===== config.mk =====
export PLATFORM = sky130hd
export DESIGN_NAME = unified_mem_arbiter
export DESIGN_NICKNAME = d
export VERILOG_FILES = /design/src/rtl/unified_mem_arbiter.sv
export SDC_FILE = /design/constraint.sdc
export NUM_CORES = 1
export LEC_CHECK = 0
export ABC_CLOCK_PERIOD_IN_PS = 2800
export BUFFER_PORTS_ARGS = -buffer_cell sky130_fd_sc_hd__buf_2
export CORE_AREA = 2 2 108 110
export CTS_CLUSTER_DIAMETER = 80
export DETAILED_ROUTE_END_ITERATION = 8
export DIE_AREA = 0 0 110 112
export GPL_ROUTABILITY_DRIVEN = 0
export PLACE_DENSITY = 0.69
export SYNTH_ARGS = -nofsm -noshare
export SYNTH_HDL_FRONTEND = slang
export SYNTH_SLANG_ARGS = --single-unit

===== constraint.sdc =====
create_clock -name clk -period 2.8 [get_ports clk]
set_clock_uncertainty 0.2 [all_clocks]
set_input_delay 0 -clock clk [delete_from_list [all_inputs] [get_ports clk]]
set_output_delay 0 -clock clk [all_outputs]
set_load 0.01 [all_outputs]

===== src/rtl/unified_mem_arbiter.sv =====
// ---------------------------------------------------------------------------
// unified_mem_arbiter
//
// Shares one single-port memory between the fetch stage (instruction reads)
// and the memory stage (data loads/stores). One request is captured at a
// time and carried over a req/gnt/rvalid handshake to the memory. The
// response is routed back to whichever stage owns the transaction. Data
// requests win by default. A streak counter limits how many data grants in a
// row can be taken while a fetch is waiting, so fetch always makes progress.
//
// Optional feature macro: UMA_TIMEOUT_EN
//   When defined, a transaction that spends TIMEOUT_CYCLES cycles in REQ+WAIT
//   is aborted. The owner receives rvalid with zero data and err pulses.
//   When undefined, err is tied low and the arbiter waits indefinitely.
//
// Ports:
//   clk, rst                         clock, async active-high reset
//   if_req/if_addr                   fetch read request
//   if_gnt/if_rvalid/if_rdata        fetch capture strobe, response
//   stall_f                          fetch stall (if_req & ~if_rvalid)
//   d_req/d_we/d_addr/d_wdata/d_be   data load/store request
//   d_gnt/d_rvalid/d_rdata           data capture strobe, response/ack
//   stall_m                          memory-stage stall (d_req & ~d_rvalid)
//   mem_req/we/addr/wdata/be         registered memory request
//   mem_gnt/mem_rvalid/mem_rdata     memory accept and response
//   busy                             transaction in flight
//   err                              timeout abort pulse
// ---------------------------------------------------------------------------
module unified_mem_arbiter #(
    parameter int MAX_DATA_STREAK = 3,
    parameter int TIMEOUT_CYCLES  = 255
) (
    input  logic        clk,
    input  logic        rst,
    input  logic        if_req,
    input  logic [31:0] if_addr,
    output logic        if_gnt,
    output logic        if_rvalid,
    output logic [31:0] if_rdata,
    output logic        stall_f,
    input  logic        d_req,
    input  logic        d_we,
    input  logic [31:0] d_addr,
    input  logic [31:0] d_wdata,
    input  logic [3:0]  d_be,
    output logic        d_gnt,
    output logic        d_rvalid,
    output logic [31:0] d_rdata,
    output logic        stall_m,
    output logic        mem_req,
    output logic        mem_we,
    output logic [31:0] mem_addr,
    output logic [31:0] mem_wdata,
    output logic [3:0]  mem_be,
    input  logic        mem_gnt,
    input  logic        mem_rvalid,
    input  logic [31:0] mem_rdata,
    output logic        busy,
    output logic        err
);

    localparam int SW = $clog2(MAX_DATA_STREAK + 1);
    localparam logic [SW-1:0] STREAK_MAX = SW'(MAX_DATA_STREAK);

    // Catch meaningless configurations at elaboration time.
    if (MAX_DATA_STREAK < 1 || TIMEOUT_CYCLES < 1) begin : g_bad_param
        $error("unified_mem_arbiter: MAX_DATA_STREAK and TIMEOUT_CYCLES must be >= 1");
    end

    typedef enum logic [1:0] {IDLE, REQ, WAIT} state_t;
    typedef enum logic [1:0] {OWN_NONE, OWN_IF, OWN_D} owner_t;

    state_t          state;
    owner_t          owner;
    logic [SW-1:0]   streak;
    logic            pick_d;
    logic            pick_i;
    logic            done;
    logic            abort;

`ifdef UMA_TIMEOUT_EN
    localparam int TW = $clog2(TIMEOUT_CYCLES + 1);
    localparam logic [TW-1:0] TMO_LAST = TW'(TIMEOUT_CYCLES - 1);

    logic [TW-1:0] tmo_cnt;

    // Abort fires in the TIMEOUT_CYCLES-th cycle spent in REQ+WAIT.
    assign abort = ~rst & (state != IDLE) & (tmo_cnt == TMO_LAST);

    // Cycle counter for the transaction in flight; held at zero while idle.
    always_ff @(posedge clk or posedge rst) begin
        if (rst) begin
            tmo_cnt <= '0;
        end else if (state == IDLE || abort) begin
            tmo_cnt <= '0;
        end else begin
            tmo_cnt <= tmo_cnt + TW'(1);
        end
    end
`else
    assign abort = 1'b0;
`endif

    // Request selection and response routing. Strobes are forced low during
    // reset so the pipeline never sees a stray grant or response.
    always_comb begin
        pick_d    = d_req & (~if_req | (streak < STREAK_MAX));
        pick_i    = if_req & ~pick_d;
        if_gnt    = ~rst & (state == IDLE) & pick_i;
        d_gnt     = ~rst & (state == IDLE) & pick_d;
        done      = (~rst & (state == WAIT) & mem_rvalid) | abort;
        if_rvalid = done & (owner == OWN_IF);
        d_rvalid  = done & (owner == OWN_D);
        // An aborted transaction returns zero data even if memory answers late.
        if_rdata  = (if_rvalid & ~abort) ? mem_rdata : 32'h0;
        d_rdata   = (d_rvalid & ~abort) ? mem_rdata : 32'h0;
        stall_f   = if_req & ~if_rvalid;
        stall_m   = d_req & ~d_rvalid;
        busy      = (state != IDLE);
        err       = abort;
    end

    // Transaction FSM with registered memory-side outputs.
    always_ff @(posedge clk or posedge rst) begin
        if (rst) begin
            state     <= IDLE;
            owner     <= OWN_NONE;
            streak    <= '0;
            mem_req   <= 1'b0;
            mem_we    <= 1'b0;
            mem_addr  <= 32'h0;
            mem_wdata <= 32'h0;
            mem_be    <= 4'h0;
        end else begin
            case (state)
                IDLE: begin
                    if (pick_d) begin
                        mem_req   <= 1'b1;
                        mem_we    <= d_we;
                        mem_addr  <= d_addr;
                        mem_wdata <= d_wdata;
                        mem_be    <= d_be;
                        owner     <= OWN_D;
                        state     <= REQ;
                        // Streak only counts data wins that made a fetch wait.
                        if (!if_req) begin
                            streak <= '0;
                        end else if (streak != STREAK_MAX) begin
                            streak <= streak + SW'(1);
                        end
                    end else if (pick_i) begin
                        mem_req   <= 1'b1;
                        mem_we    <= 1'b0;
                        mem_addr  <= if_addr;
                        mem_wdata <= 32'h0;
                        mem_be    <= 4'hF;
                        owner     <= OWN_IF;
                        state     <= REQ;
                        streak    <= '0;
                    end
                end
                REQ: begin
                    if (abort) begin
                        mem_req <= 1'b0;
                        owner   <= OWN_NONE;
                        state   <= IDLE;
                    end else if (mem_gnt) begin
                        mem_req <= 1'b0;
                        state   <= WAIT;
                    end
                end
                WAIT: begin
                    if (abort || mem_rvalid) begin
                        owner <= OWN_NONE;
                        state <= IDLE;
                    end
                end
                default: begin
                    owner <= OWN_NONE;
                    state <= IDLE;
                end
            endcase
        end
    end

endmodule


==> results.yml <==
setup_path:
  timing.rr.end: "mem_addr[14]$_DFFE_PP0P_"
  r2r_slack_ns: 0.49
  r2r-start: "state[1]$_DFFE_PP0P_"
  ff2ff_path_depth: 5
  crit_arrival_ns: 2.39
  worstSetupPathType: "flop to flop"
  cp-end-kind: "flop"
  crit_path_start_kind: "flop"
  cp.required_ns: 2.87
  critical_path.max_fanout: 33
synth:
  ys_ff_latch: 76
  yosys_warnings: 0
  synth.area.top_cells: "dfrtp_1, and2_1, a22o_1, nand2_1, a31oi_1"
  synth_nets: 518
  synth_cell_types: 31
  yosys.area.top_type: "dfrtp_1"
  synth_top_area_frac: 0.506
  synth_seq_area_share: 0.506
  syn_area_mm2: 0.00376
  avgSynthCellArea_um2: 9.94
  postSynthCellCount: 378
cells_and_area:
  final_cell_mix: "buf_2, dlygate4sd3_1, dfrtp_1"
  final_layout_size_suffix_gt1_frac: 0.415
  design_area_mm2: 0.00659
  n_fill_cell: 935
  utilization: 0.589
  nets: 890
  final_cells: 901
  area_delta_synth_final_pct: 75.2
  final_common_cell: "buf_2"
placed_design:
  io_buffers: 279
  place_area_mm2: 0.00517
  dp_hpwl_mm: 8.98
  place_ws_ns: 0.702
  placed_cells: 775
sta:
  setup_viol: 0
  fin_setup_tns_ns: 0
  fin_crit_sh: 0.827
  layout_min_cycle_time_ns: 2.31
  fmax_mhz: 432
  worstMarginPinSlew_ns: 0.967
  finalWorstSetupSlack_ns: 0.485
  hold_viol: 0
  rsz0062_at_grt: "false"
  holdWs_ns: 0.0957
  finalMaxSlewViolations: 0
  max_slew_margin: 0.355
routing:
  vias: 4402
  drcViolationCount: 0
  wl_per_cell_um: 15.1
  drtIter0Drc: 297
  drt_wl_total_mm: 13.6
  first_pass_iters: 6
  vias_per_cell: 4.89
  ant_nets: 0
clock_tree:
  cts_buffers: 9
  holdBufCountCts: 107
  cts_root_buf: "clkbuf_16"
  cts_sinks: 76
  clk_pin_slew_ns: 0.06
  cts_setup_buffers: 0
  cts_resized: 0
  cts_tree: "built"
  clock_latency_ns: 0.32
  max-clock-path-buffers: 2
  h-tree-depth: 3
global_routing:
  grt_max_degree: 77
  grt-ovfl-total: 0
  grt_pass1_wl_mm: 21.7
  grt_pass1_vias: 4380
  antenna_found_initial: 4
  grt_util_all_layers: 0.227
min_path:
  hp-start: "mem_rdata[20]"
  min_to: "d_rdata[20]"
  worstHoldPathCells: 3
  hold_path.class: "primary input to primary output"
floorplanning:
  fp.dieH_um: 112
  core_area_mm2: 0.0112
  initial_core_util: 0.336
  rows: 39
  die_x_um: 110
  dieArea_mm2: 0.0123
  ios: 281
power_and_ir_drop:
  ir_drop_v: 0.000537
  p_total_mw: 5.83
  power.leakage_nw: 3.44
  p_per_area_mw_per_mm2: 885
run_status:
  status: "complete, no violations"
flow_run:
  drv_cap: 0
## report_power, final
group	leakage, nW	internal [mW]	switching [mW]
logic	2.37	1.35	1.25
registers	0.908	1.60	0.353
clock network	0.163	0.812	0.464
total	3.44	3.76	2.06
## cell type report
class	instances	area [µm²]	area share
Antenna cell	3	7.51	0.00114
Clock buffer	10	239	0.0363
Clock inverter	6	95.1	0.0144
Inverter	4	16.3	0.00247
Multi-Input combinational cell	265	1620	0.246
Sequential cell	76	1900	0.289
Tap cell	143	179	0.0272
Timing Repair Buffer	394	2530	0.384
## synthesized netlist by cell type (all sizes together)
master / count
buf: 27
and4: 1
clkbuf: 6
ha: 1
or2: 1
a22o: 33
a21oi: 35
o22a: 4
nor3b: 2
a32o: 1
nor2: 4
inv: 4
nand4bb: 1
conb: 1
dfrtp: 76
a21boi: 1
a21bo: 1
o21ai: 3
o211ai: 1
nor3: 2
nand2: 69
nor2b: 3
o211a: 1
a31oi: 32
nand3: 3
mux2i: 1
and2: 64
## per-layer routing
metal	vias to the layer above	global-route usage	share of wire
met5	-	0	0.00073
met4	2	0.121	0.026
met3	37	0.0486	0.074
met2	230	0.396	0.53
met1	2069	0.253	0.37
li1	2064	-	-
## state kept, by name (all words and copies together), names as in the netlist
signal     cells
mem_addr      32
mem_be         4
mem_req        1
mem_wdata     32
mem_we         1
owner          2
state          2
streak         2
## critical path, cell delays in order (launching register included)
cell and delay (ns):
dfrtp_1 0.55, nor2_4 0.23, buf_4 0.35, a21oi_1 0.13, a31oi_1 0.19, dlygate4sd3_1 0.57
## cells by family after synthesis
logic type | after synthesis | share of synthesized area
other | 1 | 0.000998
AND/OR/NAND/NOR | 150 | 0.221
flip-flops | 76 | 0.506
buffers and inverters | 37 | 0.0629
adder cells (fa/ha/maj) | 1 | 0.00333
multiplexers | 1 | 0.00266
AO/OA/AOI/OAI | 112 | 0.203
## worst max-delay path by stage
stage	start	end	slack, ns
after floorplan	rst	if_gnt	0.54
after global placement	if_req	mem_wdata[5]$_DFFE_PP0P_	0.82
after detailed placement	if_req	mem_wdata[10]$_DFFE_PP0P_	0.70
after CTS	streak[0]$_DFFE_PP0P_	d_gnt	0.53
after global routing	if_req	mem_wdata[10]$_DFFE_PP0P_	0.35
final	state[1]$_DFFE_PP0P_	mem_addr[14]$_DFFE_PP0P_	0.49
(Power assumes the default switching activity.)
